==> config.mk <==
export PLATFORM = sky130hd
export DESIGN_NAME = alu_sequencer
export DESIGN_NICKNAME = d
export VERILOG_FILES = /design/src/rtl/alu_sequencer.sv
export SDC_FILE = /design/constraint.sdc
export NUM_CORES = 1
export LEC_CHECK = 0
export CORE_UTILIZATION = 35
export DETAILED_ROUTE_END_ITERATION = 7
export PLACE_DENSITY = 0.66
export SLEW_MARGIN = 20
export SYNTH_ARGS = -nofsm -noshare
export SYNTH_HDL_FRONTEND = slang
export SYNTH_SLANG_ARGS = --single-unit
==> constraint.sdc <==
create_clock -name Clk -period 4.2 [get_ports Clk]
set_clock_uncertainty 0.1 [all_clocks]
set_input_delay 1.26 -clock Clk [delete_from_list [all_inputs] [get_ports Clk]]
set_output_delay 1.26 -clock Clk [all_outputs]
set_load 0.01 [all_outputs]
==> src/rtl/alu_sequencer.sv <==
// alu_sequencer: accumulator-based control stage for a 4-bit bit-sliced ALU.
// Sequences settle/capture passes and hands results back over valid/ready.
module alu_sequencer #(
  parameter int unsigned SETTLE_CYCLES = 1
) (
  input  logic       Clk,
  input  logic       nReset,
  input  logic       InValid,
  output logic       InReady,
  input  logic [2:0] InOp,
  input  logic [3:0] InOperand,
  input  logic [1:0] InCount,
  output logic [3:0] A,
  output logic [3:0] B,
  output logic       ModeShift,
  output logic       ModeAdder,
  output logic       SEL1,
  output logic       SEL0,
  input  logic [3:0] S,
  input  logic       CarryOut,
  output logic       ResValid,
  input  logic       ResReady,
  output logic [3:0] Result,
  output logic       Carry,
  output logic       Zero
);

  localparam logic [2:0] SETTLE = 3'(SETTLE_CYCLES);

  localparam logic [2:0] OP_LOAD = 3'b000;
  localparam logic [2:0] OP_NOT  = 3'b001;
  localparam logic [2:0] OP_NOR  = 3'b010;
  localparam logic [2:0] OP_ADD  = 3'b011;
  localparam logic [2:0] OP_SUB  = 3'b100;
  localparam logic [2:0] OP_SHL  = 3'b101;
  localparam logic [2:0] OP_SHR  = 3'b110;
  localparam logic [2:0] OP_NOP  = 3'b111;

  typedef enum logic [1:0] {
    S_IDLE = 2'b00,
    S_EXEC = 2'b01,
    S_DONE = 2'b10
  } state_e;

  state_e     state_q;
  logic [2:0] op_q;
  logic [3:0] acc_q;
  logic [3:0] b_q;
  logic       carry_q;
  logic [2:0] wait_q;
  logic [1:0] pass_q;
  logic [1:0] sel_q;
  logic       shift_q;
  logic       adder_q;
  logic       valid_q;

  logic [3:0] ctrl_d;
  logic       carry_d;
  logic       in_shift;

  // {SEL1, SEL0, ModeShift, ModeAdder} for the incoming op
  always_comb begin
    ctrl_d = 4'b0000;
    case (InOp)
      OP_NOR:  ctrl_d = 4'b0100;
      OP_SHL:  ctrl_d = 4'b1010;
      OP_SHR:  ctrl_d = 4'b1000;
      OP_ADD:  ctrl_d = 4'b1100;
      OP_SUB:  ctrl_d = 4'b1101;
      default: ctrl_d = 4'b0000;
    endcase
  end

  assign in_shift = (InOp == OP_SHL) || (InOp == OP_SHR);

  // shifts report the bit leaving the pre-pass accumulator
  always_comb begin
    carry_d = 1'b0;
    unique case (1'b1)
      (op_q == OP_ADD) || (op_q == OP_SUB): carry_d = CarryOut;
      (op_q == OP_SHL):                     carry_d = acc_q[3];
      (op_q == OP_SHR):                     carry_d = acc_q[0];
      default:                              carry_d = 1'b0;
    endcase
  end

  always_ff @(posedge Clk or negedge nReset) begin
    if (!nReset) begin
      state_q <= S_IDLE;
      op_q    <= OP_NOP;
      acc_q   <= 4'd0;
      b_q     <= 4'd0;
      carry_q <= 1'b0;
      wait_q  <= 3'd0;
      pass_q  <= 2'd0;
      sel_q   <= 2'd0;
      shift_q <= 1'b0;
      adder_q <= 1'b0;
      valid_q <= 1'b0;
    end else begin
      case (state_q)
        S_IDLE: begin
          if (InValid) begin
            op_q    <= InOp;
            b_q     <= InOperand;
            sel_q   <= ctrl_d[3:2];
            shift_q <= ctrl_d[1];
            adder_q <= ctrl_d[0];
            if (InOp == OP_LOAD || InOp == OP_NOP) begin
              if (InOp == OP_LOAD) acc_q <= InOperand;
              carry_q <= 1'b0;
              valid_q <= 1'b1;
              state_q <= S_DONE;
            end else begin
              wait_q  <= SETTLE;
              pass_q  <= in_shift ? InCount : 2'd0;
              state_q <= S_EXEC;
            end
          end
        end
        S_EXEC: begin
          if (wait_q != 3'd0) begin
            wait_q <= wait_q - 3'd1;
          end else begin
            acc_q   <= S;
            carry_q <= carry_d;
            if (pass_q != 2'd0) begin
              pass_q <= pass_q - 2'd1;
              wait_q <= SETTLE;
            end else begin
              valid_q <= 1'b1;
              state_q <= S_DONE;
            end
          end
        end
        S_DONE: begin
          if (ResReady) begin
            valid_q <= 1'b0;
            state_q <= S_IDLE;
          end
        end
        default: begin
          valid_q <= 1'b0;
          state_q <= S_IDLE;
        end
      endcase
    end
  end

  assign InReady   = (state_q == S_IDLE);
  assign A         = acc_q;
  assign B         = b_q;
  assign SEL1      = sel_q[1];
  assign SEL0      = sel_q[0];
  assign ModeShift = shift_q;
  assign ModeAdder = adder_q;
  assign ResValid  = valid_q;
  assign Result    = acc_q;
  assign Carry     = carry_q;
  assign Zero      = (acc_q == 4'd0);

endmodule

# --- Word level (Yosys, flattened, before mapping) ---
# Cells that the tools add are included.
totals:
  ff_bits: 24
  latchBits: 0
  mem_bits_rw: 0
  romBits: 0
  in_bits: 18
  output_inout_bits: 20
  word_cells: 84
  memories: 0
op_classes:
  add_sub_neg: 2
  n_mul: 0
  div: 0
  n_lt_le_gt_ge: 0
  n_eq_ne: 21
  shifts: 0
  mux: 34
  bitwise: 0
  n_reduce_logical: 16
op_table:
  columns: ["cell", "n"]
  rows:
  - ["$eq 3x3->1 const B", 7]
  - ["$mux 2", 10]
  - ["$pmux 4 s5", 1]
  - ["$mux 4", 4]
  - ["$reduce_and 5->1", 3]
  - ["$mux 3", 4]
  - ["$ne 2x2->1 const B", 6]
  - ["$reduce_and 4->1", 3]
  - ["$eq 3x2->1 const B", 3]
  - ["$mux 1", 8]
  - ["$pmux 4 s2", 1]
  - ["$pmux 1 s3", 2]
  - ["$pmux 2 s3", 1]
  - ["$pmux 3 s2", 1]
  - ["$logic_not 4->1", 1]
  - ["$ne 2x1->1 const B", 2]
  - ["$pmux 2 s2", 1]
  - ["$reduce_bool 2->1", 2]
  - ["$logic_not 3->1", 1]
  - ["$logic_or 1x1->1", 3]
  - ["$ne 3x3->1 const B", 1]
  - ["$reduce_bool 3->1", 1]
  - ["$sub 3x1->3 const B", 1]
  - ["$eq 2x1->1 const B", 1]
  - ["other kinds (5)", 5]

# --- Longest topological paths before layout ---
# Gate-level depths: netlist of run 1.
depth:
  word_depth: 6
  ltp_mapped: 6
  mapped_depth_nobuf: 6

# --- Worst setup path after synthesis of run 1 ---
# No wires, ideal clock.
synth_timing:
  path_type: "input -> register"
  startpoint: "in InOp[0]"
  endpoint: "reg wait_q[0]"
  setup_ns: 0.123
  t_arrival_ns: 2.228
  t_required_ns: 3.977
  setup_slack_ns: 1.749
  stages: 5
  n_path_buf: 1
  path_cell_list: "buf_4 > or3_4 > a31oi_4 > nor2_1 > o221a_1"
synth_via:
  elab_chain_cells: 4
  word_cells_on_any_way: 5
  cone_classes: "eq/ne: 2; reduce/logical: 3"
synth_lines:
  columns: ["item", "line_no", "text"]
  rows:
  - ["start: declaration", "10", "input logic [2:0] InOp,"]
  - ["$eq 3x3->1 or $logic_not 3->1 (tied branches)", "109", "if (InOp == OP_LOAD || InOp == OP_NOP) begin"]
  - ["$logic_or 1x1->1 *", "109", null]
  - ["$ne 2x2->1 (no source line) *", null, null]
  - ["$reduce_and 4->1 (no source line) *", null, null]
  - ["end signal: assignment", "123", "wait_q <= wait_q - 3'd1;"]
  - ["end: declaration", "50", "logic [2:0] wait_q;"]
# Every way passes the cells marked *; elsewhere a longest branch is shown, timed or not.
# A chain may end at the register's enable or synchronous reset.

# --- Worst setup path after layout of run 1 ---
layout_timing:
  startpoint: "reg acc_q[0], in the netlist A[0]"
  endpoint: "out Zero"
layout_via:
  elab_chain_cells: 1
layout_lines:
  columns: ["item", "line_no", "text"]
  rows:
  - ["start: declaration", "47", "logic [3:0] acc_q;"]
  - ["start signal: assignment", "110", "if (InOp == OP_LOAD) acc_q <= InOperand;"]
  - ["$logic_not 4->1", "160", "assign Zero = (acc_q == 4'd0);"]
  - ["end: declaration", "25", "output logic Zero"]
# Every way passes these cells.

==> results of run 1 <==
## registers in the layout, summed over array words and instances, names as in the netlist
signal	flops
A	4
B	4
Carry	1
ModeAdder	1
ModeShift	1
ResValid	1
op_q	3
pass_q	2
sel_q	2
state_q	2
wait_q	3
## cell families (layout without fill, tap and decap cells)
group | Yosys count | in the layout
AND/OR/NAND/NOR | 58 | 58
AO/OA/AOI/OAI | 31 | 31
flip-flops | 24 | 24
buffers and inverters | 18 | 47
multiplexers | 7 | 7
XOR/XNOR | 2 | 2
adder cells (fa/ha/maj) | 1 | 1
## worst max-delay path by stage
stage / slack, ns / endpoint / cells past startpoint
after floorplan: 1.75 / wait_q[0]$_DFFE_PN0P_ / 5
after global placement: 1.25 / wait_q[0]$_DFFE_PN0P_ / 5
after detailed placement: 1.19 / wait_q[0]$_DFFE_PN0P_ / 5
after CTS: 1.27 / Zero / 2
after global routing: 1.20 / Zero / 2
final: 1.28 / Zero / 2
## area by class of cell
| cell class | count | area, µm² |
|---|---|---|
| Multi-Input combinational cell | 99 | 627 |
| Inverter | 6 | 22.5 |
| Clock buffer | 3 | 41.3 |
| Sequential cell | 24 | 604 |
| Tap cell | 48 | 60.1 |
| Clock inverter | 1 | 30.0 |
| Fill cell | 343 | 1910 |
| Timing Repair Buffer | 37 | 365 |
## worst max-delay path, stage by stage, from the launching register on
cell,delay [ns]
dfrtp_1,0.44
nor4_1,0.27
clkdlybuf4s50_1,0.59
## stage by stage
| step | power [mW] | std cells | util, % | setup WS (ns) |
|---|---|---|---|---|
| final | 1.23 | 218 | 47.8 | 1.28 |
| after global routing | 1.32 | 218 | 47.8 | 1.20 |
| after CTS | 1.24 | 218 | 47.9 | 1.27 |
| after detailed placement | 1.03 | 214 | 46.0 | 1.19 |
| after global placement | 1.02 | 214 | 46.0 | 1.25 |
| after floorplan | 0.800 | 141 | - | 1.75 |
## per-layer routing
layer	vias to the layer above	global-route usage, %
met2	32	25.3
met3	4	2.50
met4	0	6.53
met5	-	0
met1	545	21.8
li1	543	-
## cell usage after synthesis (2+ instances only)
cell      instances  area share (%)
nand2_1          33             9.2
dfrtp_1          21              39
o21ai_0          11             4.1
buf_4             6             3.4
inv_1             6             1.7
mux2i_1           6             4.5
nor2_1            6             1.7
a21oi_1           4             1.5
a31oi_1           3             1.4
buf_2             3             1.1
dfstp_2           3             5.9
buf_6             2             1.7
nand2b_1          2            0.93
nand3_1           2            0.75
nand3b_1          2             1.1
o21ai_1           2            0.75
xor2_1            2             1.3
## power by group through the flow
stage | clock network (mW) | logic (mW) | registers [mW]
after floorplan | 0 | 0.369 | 0.431
after global placement | 0 | 0.588 | 0.434
after detailed placement | 0 | 0.594 | 0.435
after CTS | 0.207 | 0.598 | 0.432
after global routing | 0.214 | 0.655 | 0.450
final | 0.202 | 0.593 | 0.432
==> flow_summary.json, run 1 <==
{
  "finalWeightedCongestion": 0.897,
  "synth_seq_cells": 24,
  "mostFrequentLayoutCells": "clkdlybuf4s50_1, nand2_1, dfrtp_1",
  "drive_gt1_share_pct": 10.6,
  "max_freq_ghz": 0.343,
  "clock_latency_ns": 0.27,
  "synthAdderAreaFrac_pct": 0.934,
  "area_growth_pct": 30.6,
  "required_ns": 2.84,
  "drc_errors": 0,
  "dieArea_um2": 4080,
  "wl_met1_um": 1330,
  "dp_hpwl_um": 2170,
  "hold_class": "reg2reg",
  "synth_warnings": 0,
  "crit_path_start_kind": "flop",
  "ys_async_sr_fraction_pct": 100,
  "antenna_cells": 0,
  "tightestPinTransition_ns": 0.672,
  "fp.dieW_um": 63.9,
  "grt_setup_unrepaired": "false",
  "synth.distinct_cells": 44,
  "syn-cell-area_um2": 1340,
  "critPathLaunch": "A[0]$_DFFE_PN0P_",
  "reg2reg_depth": 4,
  "p_sw_share_pct": 36.5,
  "core.rowCount": 22,
  "via_per_inst": 5.16,
  "ys.flop_type": "dfrtp_1",
  "p_int_uw": 779,
  "dr.pass1.iters": 4,
  "r2r-start": "state_q[0]$_DFFE_PN0P_",
  "cts_buffer_depth": 2,
  "setup_tns_ns": 0,
  "cts_made_buffers": 3,
  "grt_pass1_vias": 1067,
  "grtUsageTotal_pct": 16.0,
  "fin_hold_ws_ns": 0.378,
  "final_area_um2": 1750,
  "max_cap_viol_count": 0,
  "ir_worst_vdd_mv": 0.264,
  "syn_nets": 160,
  "highest_layer": "met4",
  "overflow": 0,
  "hold_depth": 2,
  "leakagePower_nw": 0.750,
  "finalNetCount": 190,
  "p_comb_share_pct": 48.3,
  "grt_pass1_wl_um": 5090,
  "pwr-share-clk_pct": 16.5,
  "ant_nets": 0,
  "cts_setup_buffers": 0,
  "synth_edf_count": 0,
  "cts_root_buf": "clkbuf_8",
  "routed-wl-met2_um": 1420,
  "fin_crit_ns": 2.92,
  "synth_top_family_by_area": "simple AND/OR/NAND/NOR gates",
  "synth-simple-area-share_pct": 22.7,
  "wl_per_cell_um": 13.3,
  "drv_slew": 0,
  "power_density_nw_per_um2": 701,
  "fin_crit_sh_pct": 69.5,
  "drt_wl_total_um": 2910,
  "crit_fanout": 5,
  "clk_pin_slew_worst_paths_ns": 0.09,
  "h-tree-depth": 1,
  "dr_wl_met3_um": 121,
  "p_sw_uw": 447,
  "holdBufCountCts": 0,
  "min_to": "ModeShift$_DFFE_PN0P_",
  "setup-violations-final": 0,
  "arrival_ns": 1.56,
  "seqPwrFrac_pct": 35.2,
  "antenna_found_initial": 0,
  "num_vias": 1124,
  "layout_commonest_cell": "clkdlybuf4s50_1",
  "min-delay-start": "ModeShift$_DFFE_PN0P_",
  "first_iter_violations": 37,
  "end_kind": "output pin",
  "slew_headroom_pct": 55.1,
  "netlist_instances": 141,
  "synth_xor_xnor_area_share_pct": 1.31,
  "cts_tree": "done",
  "avgSynthCellArea_um2": 9.50,
  "die_height_um": 63.9,
  "start_util_pct": 36.6,
  "synth_seq_area_share_pct": 45.1,
  "ios": 38,
  "r2r-end": "pass_q[1]$_DFFE_PN0P_",
  "critPathKind": "reg2out",
  "status": "finished clean",
  "finalHoldViolCount": 0,
  "coreArea_um2": 3660,
  "grt_max_degree": 25,
  "synth_compound_area_share_pct": 16.5,
  "r2r_slack_ns": 2.24,
  "dpl_cell_area_um2": 1680,
  "synthMuxAreaShare_pct": 5.32,
  "cts_sinks": 24,
  "cts.repair.resized": 0,
  "port_buffers": 37
}
No activity file was read; power rests on OpenSTA's default activity.
==> inputs of run 2 (changes only) <==
==> constraint.sdc (replaced) <==
create_clock -name Clk -period 3.1 [get_ports Clk]
set_clock_uncertainty 0.1 [all_clocks]
set_input_delay 0.93 -clock Clk [delete_from_list [all_inputs] [get_ports Clk]]
set_output_delay 0.93 -clock Clk [all_outputs]
set_load 0.01 [all_outputs]
==> run 2 against run 1 <==
Effect of this change:
- register-to-register slack worse by 1.1 ns
- largest cell class unchanged
- largest power group unchanged
- count of clock-buffer cells in the layout stayed put
- via count is 1.2% lower
- wire length is 1.1% higher
- die area stayed put
- setup slack worse by 0.76 ns
- sequential power is 37% higher
- worst hold slack better by 0.0059 ns
- critical path depth stayed put
- first-iteration DRC count is 14% lower
==> flow_summary.json, run 2 (same netlist as run 1, synthesis figures left out) <==
{
  "slowest_stage": "clkdlybuf4s50_1",
  "dieArea_um2": 4080,
  "slowest_delay_ns": 0.58,
  "finalHoldViolCount": 0,
  "grt_setup_unrepaired": "false",
  "wl_per_cell_um": 13.4,
  "drv_slew": 0,
  "drc_errors": 0,
  "cts_buffer_depth": 2,
  "dp_hpwl_um": 2130,
  "finalWeightedCongestion": 0.899,
  "grt_pass1_vias": 1076,
  "crit_chain": "nor4_1, clkdlybuf4s50_1",
  "first_iter_violations": 32,
  "ant_nets": 0,
  "crit_fanout": 5,
  "antenna_found_initial": 0,
  "dr.pass1.iters": 4,
  "h-tree-depth": 1,
  "grt-busiest-layer": "met2",
  "clk_pin_slew_worst_paths_ns": 0.08,
  "area_growth_pct": 31.6,
  "required_ns": 2.07,
  "grt_pass1_wl_um": 4860,
  "crit_path_start_kind": "flop",
  "coreArea_um2": 3660,
  "start_util_pct": 36.6,
  "fin_util_pct": 48.2,
  "min-delay-start": "B[2]$_DFFE_PN0P_",
  "fin_hold_ws_ns": 0.384,
  "cts_tree": "done",
  "slew_headroom_pct": 49.6,
  "grt_max_degree": 25,
  "max_freq_ghz": 0.387,
  "grt_use_met2_pct": 23.9,
  "tightestPinTransition_ns": 0.754,
  "layout_commonest_cell": "clkdlybuf4s50_1",
  "finalNetCount": 191,
  "end_kind": "output pin",
  "r2r-start": "state_q[0]$_DFFE_PN0P_",
  "drive_gt1_share_pct": 10.5,
  "critPathLaunch": "A[0]$_DFFE_PN0P_",
  "cts_setup_buffers": 0,
  "max_cap_viol_count": 0,
  "num_vias": 1111,
  "clock_latency_ns": 0.26,
  "nFillCells": 354,
  "setup-violations-final": 0,
  "ir_worst_vdd_mv": 0.406,
  "overflow": 0,
  "status": "finished clean",
  "fin_crit_ns": 2.58,
  "cts_made_buffers": 3,
  "regArea_um2": 604,
  "holdBufCountCts": 0,
  "power_density_nw_per_um2": 947,
  "drt_wl_total_um": 2940,
  "multi_input_comb_area_um2": 627,
  "critPathKind": "reg2out",
  "antenna_cells": 0,
  "met3_usage_pct": 2.86,
  "hold_class": "reg2reg",
  "setup_tns_ns": 0,
  "cts_root_buf": "clkbuf_8",
  "mostFrequentLayoutCells": "clkdlybuf4s50_1, nand2_1, dfrtp_1",
  "port_buffers": 37,
  "fin_crit_sh_pct": 83.4,
  "grtUsageTotal_pct": 15.2,
  "arrival_ns": 1.55,
  "die_height_um": 63.9,
  "fp.dieW_um": 63.9,
  "via_per_inst": 5.07,
  "cts.repair.resized": 0,
  "leakagePower_nw": 0.755,
  "core.rowCount": 22,
  "use_met1_pct": 19.9,
  "ios": 38,
  "cts_sinks": 24
}
[run 2: changes by cell type in the layout (fill, tap and decap cells not counted)]
cell             before  now
buf_2                 1    0
clkdlybuf4s50_1      36   37
buf_4                 0    1
[run 2: routing by layer]
metal / vias up / part of all wire, %
met5: - / 0
met4: 0 / 2.0
met3: 6 / 3.9
met2: 28 / 48
met1: 533 / 46
li1: 544 / -
[run 2: final timing paths]
path                                              end  cells after the start  slack (ns)
worst max-delay path                             Zero                      2        0.52
worst min-delay path                 B[2]$_DFFE_PN0P_                      2        0.38
worst max register to register  pass_q[0]$_DFFE_PN0P_                      3        1.10
worst min register to register       B[2]$_DFFE_PN0P_                      2        0.38
max in group asynchronous         op_q[1]$_DFFE_PN1P_                      2        1.70
min in group asynchronous       pass_q[1]$_DFFE_PN0P_                      2        0.92
[run 2: cell type report]
cell class	instances	area share, %
Tap cell	48	3.41
Inverter	6	1.28
Clock inverter	1	1.70
Multi-Input combinational cell	99	35.6
Clock buffer	3	2.34
Timing Repair Buffer	38	21.4
Sequential cell	24	34.3
[run 2: critical path, delay by kind of cell (launching register included)]
family | cells | cell delay, ns
buf+inv | 1 | 0.58
flops | 1 | 0.44
simple gates | 1 | 0.27
[run 2: where the power goes]
part | internal (mW) | leakage [nW] | total, mW | switching, mW
Combinational | 0.428 | 0.422 | 0.806 | 0.379
Clock | 0.172 | 0.0357 | 0.271 | 0.0986
Sequential | 0.456 | 0.297 | 0.592 | 0.136
Total | 1.06 | 0.755 | 1.67 | 0.613
[run 2: stage by stage]
stage | instances | setup slack (ns) | power, mW | instance area (µm²)
finish | 219 | 0.516 | 1.67 | 1760
global route | 219 | 0.458 | 1.78 | 1760
CTS | 219 | 0.496 | 1.67 | 1760
detailed placement | 215 | 0.432 | 1.39 | 1690
global placement | 215 | 0.476 | 1.39 | 1690
floorplan | 141 | 0.979 | 1.08 | 1340
